--- config.mk ---
export PLATFORM = sky130hd
export DESIGN_NAME = et_sng
export DESIGN_NICKNAME = d
export VERILOG_FILES = /design/src/rtl/et_pkg.sv /design/src/rtl/et_rng.sv /design/src/rtl/et_sng.sv
export SDC_FILE = /design/constraint.sdc
export NUM_CORES = 1
export LEC_CHECK = 0
export CELL_PAD_IN_SITES_DETAIL_PLACEMENT = 0
export CELL_PAD_IN_SITES_GLOBAL_PLACEMENT = 1
export CORE_MARGIN = 3
export CORE_UTILIZATION = 40
export CTS_CLUSTER_SIZE = 24
export DETAILED_ROUTE_END_ITERATION = 10
export GPL_ROUTABILITY_DRIVEN = 1
export PLACE_DENSITY = 0.8
export RECOVER_POWER = 50
export SETUP_SLACK_MARGIN = 0.15
export SLEW_MARGIN = 5
export SYNTH_ARGS = -nofsm -noshare
export SYNTH_HDL_FRONTEND = slang
export SYNTH_SLANG_ARGS = --single-unit
--- constraint.sdc ---
create_clock -name clk -period 7.25 [get_ports clk]
set_input_delay 1.0875 -clock clk [delete_from_list [all_inputs] [get_ports clk]]
set_output_delay 1.0875 -clock clk [all_outputs]
set_load 0.02 [all_outputs]
--- src/rtl/et_pkg.sv ---
// Shared types and helpers for the early-terminating stochastic number generator.
package et_pkg;

  typedef enum logic [1:0] {
    ET_IDLE = 2'd0,
    ET_RUN  = 2'd1,
    ET_DONE = 2'd2
  } et_state_e;

  function automatic int clamp_k(input int k_init, input int w);
    return (k_init > w) ? w : k_init;
  endfunction

  // Reverses the low k bits of value; bits at and above k come back as zero.
  function automatic logic [31:0] bitrev_k(input logic [31:0] value, input int k);
    logic [31:0] rev;
    rev = 32'd0;
    for (int b = 0; b < 32; b++) begin
      if (b < k) begin
        rev = rev | (((value >> b) & 32'd1) << (k - 1 - b));
      end
    end
    return rev;
  endfunction

endpackage

--- src/rtl/et_rng.sv ---
// Combinational van der Corput source: maps counter c and precision k to one
// W-bit threshold per stream, optionally XOR-scrambled per stream.
module et_rng
  import et_pkg::*;
#(
  parameter int W    = 6,
  parameter int N    = 2,
  parameter int CORR = 0
) (
  input  logic [W:0]          c,
  input  logic [W-1:0]        k,
  output logic [N-1:0][W-1:0] r
);

  logic [W:0] mask;

  always_comb begin
    mask = (W+1)'((1 << k) - 1);
    r    = '0;
    // XOR with a constant below 2^k keeps each stream a permutation of 0..L-1.
    for (int i = 0; i < N; i++) begin
      r[i] = W'(bitrev_k(32'(((CORR != 0) ? c : (c ^ (W+1)'(i))) & mask), int'(k))
                << (W - int'(k)));
    end
  end

endmodule

--- src/rtl/et_sng.sv ---
// Early-terminating stochastic number generator: emits N bitstreams of length 2^k.
// Optional per-stream ones counters are built when ET_ONES_CNT_EN is defined.
module et_sng
  import et_pkg::*;
#(
  parameter int W        = 6,
  parameter int N        = 2,
  parameter int CORR     = 0,
  parameter int S_GROUPS = (CORR != 0) ? 1 : N
) (
  input  logic                        clk,
  input  logic                        rst_n,
  input  logic                        start,
  input  logic [N-1:0][W-1:0]         Bxs,
  input  logic [S_GROUPS-1:0][W-1:0]  S,
  input  logic [W-1:0]                k_init,
  output logic                        busy,
  output logic [N-1:0]                bits,
  output logic                        bit_valid,
  output logic                        done
`ifdef ET_ONES_CNT_EN
  ,
  output logic [N-1:0][W:0]           ones_cnt
`endif
);

  et_state_e           state_q, state_d;
  logic [N-1:0][W-1:0] bx_q, bx_d;
  logic [W-1:0]        k_q, k_d;
  logic [W:0]          c_q, c_d;
  logic                busy_q, busy_d;
  logic [N-1:0]        bits_q, bits_d;
  logic                valid_q, valid_d;
  logic                done_q, done_d;
  logic [W:0]          last_c;
  logic                accept;
  logic [N-1:0][W-1:0] r;

  et_rng #(.W(W), .N(N), .CORR(CORR)) u_rng (
    .c (c_q),
    .k (k_q),
    .r (r)
  );

  always_comb begin
    state_d = state_q;
    bx_d    = bx_q;
    k_d     = k_q;
    c_d     = c_q;
    bits_d  = '0;
    valid_d = 1'b0;
    done_d  = 1'b0;
    accept  = 1'b0;
    last_c  = ((W+1)'(1) << k_q) - (W+1)'(1);
    case (state_q)
      ET_IDLE: begin
        if (start) begin
          accept = 1'b1;
          for (int i = 0; i < N; i++) begin
            bx_d[i] = Bxs[i] & S[(CORR != 0) ? 0 : i];
          end
          k_d     = W'(clamp_k(int'(k_init), W));
          c_d     = '0;
          state_d = ET_RUN;
        end else begin
          state_d = ET_IDLE;
        end
      end
      ET_RUN: begin
        valid_d = 1'b1;
        for (int i = 0; i < N; i++) begin
          bits_d[i] = (bx_q[i] > r[i]);
        end
        if (c_q == last_c) begin
          state_d = ET_DONE;
        end else begin
          c_d = c_q + (W+1)'(1);
        end
      end
      ET_DONE: begin
        done_d  = 1'b1;
        state_d = ET_IDLE;
      end
      default: begin
        state_d = ET_IDLE;
      end
    endcase
    // Busy covers the accept cycle through the cycle the last bit is visible.
    busy_d = (state_q == ET_RUN) || (state_d == ET_RUN);
  end

  always_ff @(posedge clk) begin
    if (!rst_n) begin
      state_q <= ET_IDLE;
      bx_q    <= '0;
      k_q     <= '0;
      c_q     <= '0;
      busy_q  <= 1'b0;
      bits_q  <= '0;
      valid_q <= 1'b0;
      done_q  <= 1'b0;
    end else begin
      state_q <= state_d;
      bx_q    <= bx_d;
      k_q     <= k_d;
      c_q     <= c_d;
      busy_q  <= busy_d;
      bits_q  <= bits_d;
      valid_q <= valid_d;
      done_q  <= done_d;
    end
  end

  assign busy      = busy_q;
  assign bits      = bits_q;
  assign bit_valid = valid_q;
  assign done      = done_q;

`ifdef ET_ONES_CNT_EN
  logic [N-1:0][W:0] ones_q, ones_d;

  always_comb begin
    ones_d = ones_q;
    if (accept) begin
      ones_d = '0;
    end else if (valid_d) begin
      for (int i = 0; i < N; i++) begin
        ones_d[i] = ones_q[i] + (W+1)'(bits_d[i]);
      end
    end else begin
      ones_d = ones_q;
    end
  end

  always_ff @(posedge clk) begin
    if (!rst_n) begin
      ones_q <= '0;
    end else begin
      ones_q <= ones_d;
    end
  end

  assign ones_cnt = ones_q;
`endif

endmodule
# Word-level counts from Yosys, hierarchy flattened
# Index checks and enable logic that the tools add are counted.
[word_totals]
reg_bits = 32
output_inout_bits = 5
elab_cells = 300
inputBits = 33
[op_classes]
addsub = 36
bitwise_logic = 67
shift = 68
muxes = 73
magnitude_cmp = 35
n_eq_ne = 6
reduce_logical = 6
[ops]
columns = ["op", "count"]
rows = [
  ["$mux W32", 64],
  ["$or A32 B32 Y32", 62],
  ["$shl A1 B32 Y32 const A", 50],
  ["$sub A32 B6 Y32 const B", 16],
  ["$shl A1 B32 Y32", 14],
  ["$sub A32 B5 Y32 const B", 8],
  ["$sub A32 B4 Y32 const B", 4],
  ["$lt A5 B6 Y1 const A", 16],
  ["$shl A32 B32 Y6", 2],
  ["$sub A32 B3 Y32 const B", 2],
  ["$lt A4 B6 Y1 const A", 8],
  ["$sub A32 B2 Y32 const B", 1],
  ["$lt A3 B6 Y1 const A", 4],
  ["$and A7 B7 Y7", 2],
  ["$mux W7", 2],
  ["$pmux W7 S2", 1],
  ["$shl A1 B6 Y7 const A", 2],
  ["$sub A7 B2 Y7 const B", 2],
  ["$and A6 B6 Y6", 2],
  ["$gt A6 B6 Y1", 2],
  ["$lt A1 B6 Y1 const A", 2],
  ["$lt A2 B6 Y1 const A", 2],
  ["$add A7 B1 Y7 const B", 1],
  ["$eq A7 B7 Y1", 1],
  ["16 further kinds", 21],
]

# Longest topological paths before layout
# Gate-level depths: netlist of the first run.
[depth]
word_depth = 69
depth_mapped = 26
ltp_nobuf = 22

# Modules after synthesis
# Synthesis of the first run repeated with hierarchy kept, for this count alone.
[hier_totals]
cells_unflattened = 384
hier_area_um2 = 2970.3
[by_module_without_submodules]
columns = ["mod", "seq_area_each_um2", "cells_per_inst", "area_each_um2", "n_inst"]
rows = [
  ["et_sng", 640.6, 197, 1750.4, 1],
  ["et_rng", 0.0, 187, 1219.9, 1],
]

# Least setup slack after synthesis of the first run
# No wires, ideal clock.
[synth_timing]
path_kind = "reg-to-reg"
startpoint = "register k_q[1]"
endpoint = "register bits_q[1] (netlist: bits[1])"
slack_ns = 1.803
path_buffers = 4
path_stages_with_launch = 27
t_arrival_ns = 5.322
period_less_slack_ns = 5.447
required_time_ns = 7.125
setup_time_ns = 0.125
path_cell_list = "dfxtp_1 clkbuf_1 inv_1 ha_1 buf_2 and2b_1 or2_2 inv_1 clkbuf_1 ha_1 buf_1 nand2_1 inv_1 nand2_1 ha_1 or4_1 a2111oi_0 o311ai_1 a2111oi_4 o2111ai_2 a2111oi_2 ha_1 inv_1 a21oi_1 nor2_1 nor2_1 a211oi_1"
[synth_via]
elab_chain_len = 69
elab_cells_between_ends = 165
classes_between = "add/sub (34); order compare (33); shift (34); mux (32); bitwise (32)"
[synth_rtl]
columns = ["item", "line_no", "text"]
rows = [
  ["start, declared", "et_sng.sv:29", "logic [W-1:0] k_q, k_d;"],
  ["start signal, assigned", "et_sng.sv:105", "k_q <= k_d;"],
  ["parallel branches: the longest is 67 deep, another holds $sub A32 B2 Y32", "n/a", ""],
  ["$shl A32 B32 Y6 *", "et_rng.sv:22", "r[i] = W'(bitrev_k(32'(((CORR != 0) ? c : (c ^ (W+1)'(i))) & mask), int'(k))"],
  ["$gt A6 B6 Y1 *", "et_sng.sv:72", "bits_d[i] = (bx_q[i] > r[i]);"],
  ["end signal, assigned", "et_sng.sv:108", "bits_q <= bits_d;"],
  ["end, declared", "et_sng.sv:32", "logic [N-1:0] bits_q, bits_d;"],
]
# Every way passes the cells marked *.
# A chain may end at the register's enable or synchronous reset.

# Worst setup path in the final report of the first run
[layout_timing]
startpoint = "register k_q[0]"
endpoint = "register bits_q[1] (netlist: bits[1])"
# The elaborated chain is that of the path after synthesis.

==> reports/summary.txt, run 1 <==
YOSYS
------------------------------------------------------------------------------
Total of warnings raised by yosys                                            0
Flip-flop and latch count after synthesis                                   32
Sequential element share of the synthesized area                         17.2%
Asr flop ratio synth                                                        0%
Mapped Avg Cell Area                                                  7.79 um2
Netlist cell types                                                          63
Post-synthesis instance area                                          3730 um2
Number of synthesized flops with an enable pin                               0
Post-Synthesis Net Count                                                   585
Primary flip-flop cell chosen by synthesis mapping                sky130_fd_sc_hd__dfxtp_1
Synthesized instance count                                                 479

POWER AND IR DROP
------------------------------------------------------------------------------
Leakage power summed over all cells                                    1.66 nW
Pwr/cell area                                                       134 nW/um2
Proportion of power drawn by the clock network                           25.0%
Worst-case vdd ir drop                                                0.103 mV
Sw frac                                                                  39.0%
NetSw                                                                 0.222 mW
Portion of total power attributed to combinational logic                 41.7%
Sequential power share                                                   33.2%
Internal power summed over all cells                                  0.347 mW

WORST SETUP PATH
------------------------------------------------------------------------------
WS Path Type                                                        reg -> reg
Cell-by-cell trace of the critical path                           buf_4, clkinv_1, ha_1, and2b_1, or2_2, inv_1, ha_1, nand2_1, inv_1, nand2_1, ha_1, or3b_2, nor4_1, o2111ai_1, a2111oi_4, o2111ai_2, a2111oi_2, ha_1, inv_1, a21oi_1, nor2_1, nor2_1, a211oi_1
Count of buffer and inverter cells on the critical path                      5
Critical path fanouts, max                                                  20
Data required time of the worst path                                   7.42 ns
CP Capture Type                                                           flop
Flop-to-flop setup slack                                               1.11 ns
Most common cell type on the critical path                        sky130_fd_sc_hd__ha_1
Delay contributed by the slowest stage of the critical path            0.47 ns
Standard cell with the maximum stage delay on the critical path   sky130_fd_sc_hd__or3b_2
Data arrival time at the worst-slack endpoint                          6.31 ns
Nature of the critical path startpoint                                    flop
Largest delay share family, worst path                            simple AND/OR/NAND/NOR gates

STA
------------------------------------------------------------------------------
Worst relative slew slack                                                38.8%
Unrepaired setup endpoints after global routing                             no
Tcrit/Tclk final                                                         84.7%
Min Clock Period, post-route                                           6.14 ns
Final Slew Violations                                                        0
Peak clock frequency supported by timing                             0.163 GHz
Final TNS setup                                                           0 ns
Final setup violation count                                                  0
Clock tree skew after final layout                                  0.00725 ns
Final hold viol count                                                        0
Transition time at the pin with the least slew margin                 0.909 ns

RUN
------------------------------------------------------------------------------
Max-cap violations                                                           0

LAYOUT
------------------------------------------------------------------------------
Post-synthesis to final-layout area growth                               14.1%
Commonest non-fill, non-tap cell in the layout                    sky130_fd_sc_hd__nand2_1
Fin nets                                                                   608
Fraction of layout cells with a size suffix above 1                      6.36%
Commonest non-fill, non-tap cells in the layout                   sky130_fd_sc_hd__nand2_1, sky130_fd_sc_hd__ha_1, sky130_fd_sc_hd__dfxtp_1
Final Non-Filler Cells                                                     611
Antenna diode count                                                          0

PLACE
------------------------------------------------------------------------------
Buffers added on ports                                                      37
Estimated wirelength of the detail-placed design                       8100 um
Inst Count DP                                                              603
Gpl congestion                                                           0.891

GLOBAL ROUTE
------------------------------------------------------------------------------
Via count of the first global-routing pass                               3,412
Pin count of the biggest net entering global routing                        26
Initial antenna violation count                                              0
Grt ovf                                                                      0
Wire length of the first global-routing pass                         16,900 um
Overall routing resource usage                                           20.1%

ROUTING
------------------------------------------------------------------------------
Uppermost signal routing layer after detailed routing                     met4
Met3 Routed Length                                                      447 um
Detailed-routing wirelength on met1                                    4920 um
Detailed-route wire length                                           10,300 um
Average wire length per cell after detail routing                      16.8 um
Number of DRC violations after detailed routing                              0
Met2 routed WL                                                         4810 um
Iteration count of the initial detailed-routing pass                         5
Antenna-violating nets left                                                  0
Vias per cell                                                             5.81
First DRT Iteration DRCs                                                   251
Via count of the routed design                                           3,547

FLOORPLANNING
------------------------------------------------------------------------------
Starting density of the core                                             42.0%
Number of primary I/O pins                                                  38
Die width                                                               103 um
Floorplan Core Area                                                   8890 um2
Count of standard-cell rows                                                 34
Die area                                                            10,500 um2
Vertical extent of the die                                              103 um

CLOCK TREE
------------------------------------------------------------------------------
Setup fix buffers added after clock tree synthesis                           0
Htree depth                                                                  2
Clock-pin slew on the worst setup and hold paths                       0.08 ns
Total CTS buffers                                                            5
Clk Latency, worst-skew pair                                           0.28 ns
TritonCTS clock tree                                                       yes
Gates resized, CTS repair                                                    0
Clock net sink count                                                        32
CTS Root Cell                                                     sky130_fd_sc_hd__clkbuf_8
Hold bufs inserted after CTS                                                 0
Maximum root-to-sink buffer count                                            2

HOLD PATH
------------------------------------------------------------------------------
Type of the worst min-delay path                                    reg -> reg

RUN STATUS
------------------------------------------------------------------------------
Status                                                            finished, final reports clean

==> cell families (layout without fill, tap and decap cells) <==
family / after synthesis / after routing / share of synthesized area [%]
buf+inv: 49 / 73 / 5.33
xor+xnor: 19 / 19 / 4.46
flops: 32 / 32 / 17.2
compound gates: 85 / 85 / 17.0
fa+ha+maj: 73 / 73 / 24.5
simple gates: 217 / 217 / 30.5
mux: 4 / 4 / 1.07
==> worst paths after layout <==
check,startpoint,end,depth (start not counted)
max,k_q[0]$_SDFFE_PN0P_,bits[1]$_SDFF_PN0_,23
min,bx_q[3]$_SDFFE_PN0P_,bx_q[3]$_SDFFE_PN0P_,2
max reg2reg,k_q[0]$_SDFFE_PN0P_,bits[1]$_SDFF_PN0_,23
min reg2reg,bx_q[3]$_SDFFE_PN0P_,bx_q[3]$_SDFFE_PN0P_,2
==> through the flow <==
step                power, mW  cell area (um2)  hold slack, ns  worst slack [ns]  util [%]
floorplan               0.356             3730           0.441              1.80         -
global placement        0.425             4160           0.457              1.41      46.8
detailed placement      0.430             4160           0.467              1.15      46.8
CTS                     0.574             4260           0.479              1.11      47.9
global route            0.616             4260           0.498             0.621      47.9
finish                  0.569             4260           0.473              1.11      47.9
==> cell usage after synthesis (3+ instances only) <==
cell type                   count  share of area, %
sky130_fd_sc_hd__a21boi_0      13               2.6
sky130_fd_sc_hd__a21oi_1       13               1.7
sky130_fd_sc_hd__and2_1         7               1.2
sky130_fd_sc_hd__and3_1         6               1.0
sky130_fd_sc_hd__buf_2          3              0.40
sky130_fd_sc_hd__clkbuf_1      21               2.1
sky130_fd_sc_hd__dfxtp_1       32                17
sky130_fd_sc_hd__ha_1          73                24
sky130_fd_sc_hd__inv_1         20               2.0
sky130_fd_sc_hd__mux2i_1        4               1.1
sky130_fd_sc_hd__nand2_1       75               7.5
sky130_fd_sc_hd__nand2b_1       3              0.50
sky130_fd_sc_hd__nand3_1       18               2.4
sky130_fd_sc_hd__nand4_1       16               2.7
sky130_fd_sc_hd__nor2_1        28               2.8
sky130_fd_sc_hd__nor2b_1        8               1.3
sky130_fd_sc_hd__nor3_1        11               1.5
sky130_fd_sc_hd__nor4_1         7               1.2
sky130_fd_sc_hd__nor4b_1        3              0.70
sky130_fd_sc_hd__o2111ai_1      6               1.4
sky130_fd_sc_hd__o211ai_1       3              0.60
sky130_fd_sc_hd__o21a_1         5               1.0
sky130_fd_sc_hd__o21ai_0       17               2.3
sky130_fd_sc_hd__o221a_2        3              0.91
sky130_fd_sc_hd__o2bb2ai_1      3              0.70
sky130_fd_sc_hd__o31ai_1        3              0.60
sky130_fd_sc_hd__or2_2          3              0.50
sky130_fd_sc_hd__or3_1         10               1.7
sky130_fd_sc_hd__or4_1          4              0.81
sky130_fd_sc_hd__xnor2_1       11               2.6
sky130_fd_sc_hd__xor2_1         8               1.9
==> power by group through the flow <==
stage	Combinational, mW	Sequential (mW)	Clock, mW
2_1_floorplan	0.163	0.193	0
3_3_place_gp	0.232	0.193	0
3_5_place_dp	0.236	0.193	0
4_1_cts	0.238	0.189	0.147
5_1_grt	0.271	0.190	0.155
6_report	0.237	0.189	0.142
==> cell type report <==
cell class / instances / area [um2]
fill: 902 / 4630
clock buffer: 5 / 68.8
multi-input combinational: 398 / 2890
sequential: 32 / 641
timing repair buffer: 43 / 415
clock inverter: 3 / 23.8
tap: 108 / 135
inverter: 22 / 82.6
==> worst register-to-register path, delay by kind of cell, from the launching register on <==
| kind | cells | cell delay (ns) |
|---|---|---|
| AOI/OAI and AO/OA | 6 | 1.42 |
| adders and majority gates | 4 | 1.31 |
| buffers and inverters | 5 | 1.10 |
| DFF | 1 | 0.31 |
| and+or+nand+nor | 8 | 1.88 |
==> routing by layer <==
layer | vias to the layer above | global-route usage (%)
met5 | - | 0
met2 | 92 | 33.6
met1 | 1660 | 27.9
met4 | 0 | 4.84
li1 | 1787 | -
met3 | 8 | 1.96
==> registers in the layout, indices dropped and copies added, names as in the netlist <==
name / count
bx_q: 12
c_q: 7
k_q: 6
bits: 2
state_q: 2
bit_valid: 1
busy: 1
done: 1
(Power assumes the default switching activity.)
==> run 2, diff against run 1 <==
clock period = 6.2 ns   (was 7.25 ns; I/O delays follow)
==> run 2 against run 1 <==
Effect of this change: register-to-register slack worse by 0.38 ns; highest routed layer unchanged; total power grew 27%; sequential power rose by 18%; clock skew shrank 0.0018 ns; wire length is 3.0% lower.
==> reports/summary.txt, run 2 (synthesis gave the netlist of run 1 again) <==
RUN STATUS
------------------------------------------------------------------------------
Status                                                            finished, final reports clean

FLOORPLANNING
------------------------------------------------------------------------------
Floorplan Core Area                                                   8890 um2
Die width                                                               103 um
Number of primary I/O pins                                                  38
Starting density of the core                                             42.0%
Count of standard-cell rows                                                 34
Vertical extent of the die                                              103 um
Die area                                                            10,500 um2

GLOBAL ROUTE
------------------------------------------------------------------------------
Via count of the first global-routing pass                               3,384
Overall routing resource usage                                           19.8%
Wire length of the first global-routing pass                         16,600 um
Initial antenna violation count                                              0
Grt ovf                                                                      0
Pin count of the biggest net entering global routing                        47

STA
------------------------------------------------------------------------------
Final hold viol count                                                        0
Final TNS setup                                                           0 ns
Clock tree skew after final layout                                  0.00550 ns
Tcrit/Tclk final                                                         88.2%
Peak clock frequency supported by timing                             0.183 GHz
Final setup margin                                                    0.733 ns
Transition time at the pin with the least slew margin                 0.989 ns
Final Slew Violations                                                        0
Unrepaired setup endpoints after global routing                             no
Worst relative slew slack                                                33.4%
Final setup violation count                                                  0
Min Clock Period, post-route                                           5.47 ns

WORST SETUP PATH
------------------------------------------------------------------------------
Length in cells of the worst reg-to-reg path                                21
WS Path Type                                                        reg -> reg
Cell-by-cell trace of the critical path                           inv_1, ha_1, and2b_1, or2_2, inv_1, ha_1, nand2_1, inv_1, nand2_1, ha_1, or4_1, a2111oi_0, o311ai_1, a2111oi_4, o2111ai_1, o2bb2ai_1, ha_1, nand4_1, nor2_1, nor2_1, a211oi_1
Data required time of the worst path                                   6.39 ns
Critical path fanouts, max                                                  16
CP Capture Type                                                           flop
Data arrival time at the worst-slack endpoint                          5.66 ns
Standard cell with the maximum stage delay on the critical path   sky130_fd_sc_hd__dfxtp_2
Delay contributed by the slowest stage of the critical path            0.51 ns
Most common cell type on the critical path                        sky130_fd_sc_hd__ha_1
Nature of the critical path startpoint                                    flop

LAYOUT
------------------------------------------------------------------------------
Register name with the most flops                                         bx_q
Post-synthesis to final-layout area growth                               15.9%
Antenna diode count                                                          0
Commonest non-fill, non-tap cell in the layout                    sky130_fd_sc_hd__nand2_1
Max reg flops                                                               12
Fin nets                                                                   612
Fraction of layout cells with a size suffix above 1                      7.30%
Filler Cell Count                                                          893
Largest registers                                                 bx_q: 12 flops, c_q: 7 flops, k_q: 6 flops
Area of the multi-input gates                                         2890 um2
Design area                                                           4320 um2
Commonest non-fill, non-tap cells in the layout                   sky130_fd_sc_hd__nand2_1, sky130_fd_sc_hd__ha_1, sky130_fd_sc_hd__clkdlybuf4s50_1
Seq. cell area                                                         642 um2

ROUTING
------------------------------------------------------------------------------
Met3 Routed Length                                                      697 um
Average wire length per cell after detail routing                      16.2 um
First DRT Iteration DRCs                                                   217
Iteration count of the initial detailed-routing pass                         5
Detailed-route wire length                                             9960 um
Detailed-routing wirelength on met1                                    4700 um
Uppermost signal routing layer after detailed routing                     met4
Via count of the routed design                                           3,551
Vias per cell                                                             5.77
Antenna-violating nets left                                                  0
Number of DRC violations after detailed routing                              0
Met2 routed WL                                                         4350 um

POWER AND IR DROP
------------------------------------------------------------------------------
Leakage power summed over all cells                                    1.70 nW
Pwr/cell area                                                       167 nW/um2
Worst-case vdd ir drop                                                0.161 mV

CLOCK TREE
------------------------------------------------------------------------------
Maximum root-to-sink buffer count                                            2
Clock net sink count                                                        32
Total CTS buffers                                                            5
Clock-pin slew on the worst setup and hold paths                       0.07 ns
Gates resized, CTS repair                                                    0
Setup fix buffers added after clock tree synthesis                           0
Htree depth                                                                  2
Hold bufs inserted after CTS                                                 0
TritonCTS clock tree                                                       yes
Clk Latency, worst-skew pair                                           0.28 ns
CTS Root Cell                                                     sky130_fd_sc_hd__clkbuf_8

PLACE
------------------------------------------------------------------------------
Buffers added on ports                                                      37
Placed Area                                                           4190 um2
Estimated wirelength of the detail-placed design                       7970 um
Gpl congestion                                                           0.919
Worst setup timing slack at the placement stage                       0.528 ns

HOLD PATH
------------------------------------------------------------------------------
Cell count of the worst hold path                                            2
Type of the worst min-delay path                                    reg -> reg

RUN
------------------------------------------------------------------------------
Max-cap violations                                                           0

-- run 2: cell types whose count changed in the layout (fill, tap and decap cells not counted), sizes merged --
cell           change
clkinvlp           -2
buf                +4
clkbuf             +2
dlygate4sd3        -1
clkinv             -1
bufinv             +1
clkdlybuf4s50      +1
-- run 2: worst paths after layout --
kind,start,end,slack (ns)
setup reg to reg,k_q[1]$_SDFFE_PN0P_,bits[0]$_SDFF_PN0_,0.73
hold / removal,bx_q[0]$_SDFFE_PN0P_,bx_q[0]$_SDFFE_PN0P_,0.47
setup / recovery,k_q[1]$_SDFFE_PN0P_,bits[0]$_SDFF_PN0_,0.73
hold reg to reg,bx_q[0]$_SDFFE_PN0P_,bx_q[0]$_SDFFE_PN0P_,0.47
-- run 2: final cells by class --
type / count / area share, %
Clock buffer: 7 / 2.23
Multi-Input combinational cell: 398 / 66.9
Tap cell: 108 / 3.13
Inverter: 22 / 1.91
Timing Repair Buffer: 47 / 10.3
Clock inverter: 1 / 0.695
Sequential cell: 32 / 14.9
-- run 2: per-layer routing --
layer / track usage [%] / up-vias
met5: 0 / -
met3: 4.26 / 17
li1: - / 1791
met1: 27.2 / 1633
met4: 6.16 / 0
met2: 31.1 / 110
-- run 2: through the flow --
step	util, %	cells	hold WS, ns	power [mW]
6_report	48.6	615	0.466	0.720
5_1_grt	48.6	615	0.488	0.776
2_1_floorplan	-	479	0.441	0.416
3_3_place_gp	47.2	607	0.458	0.497
3_5_place_dp	47.2	607	0.462	0.502
4_1_cts	48.6	615	0.470	0.726
-- run 2: critical path: cells and delay by family, from the launching register on --
| kind | cells | cell delay (ns) |
|---|---|---|
| AO/OA/AOI/OAI | 6 | 1.67 |
| AND/OR/NAND/NOR | 8 | 1.64 |
| adder cells (fa/ha/maj) | 4 | 1.10 |
| flip-flops | 1 | 0.51 |
| buffers and inverters | 3 | 0.47 |
-- run 2: power by group --
part           switching [mW]  internal [mW]
Combinational           0.160          0.115
Sequential            0.00909          0.214
Clock                  0.0798          0.142
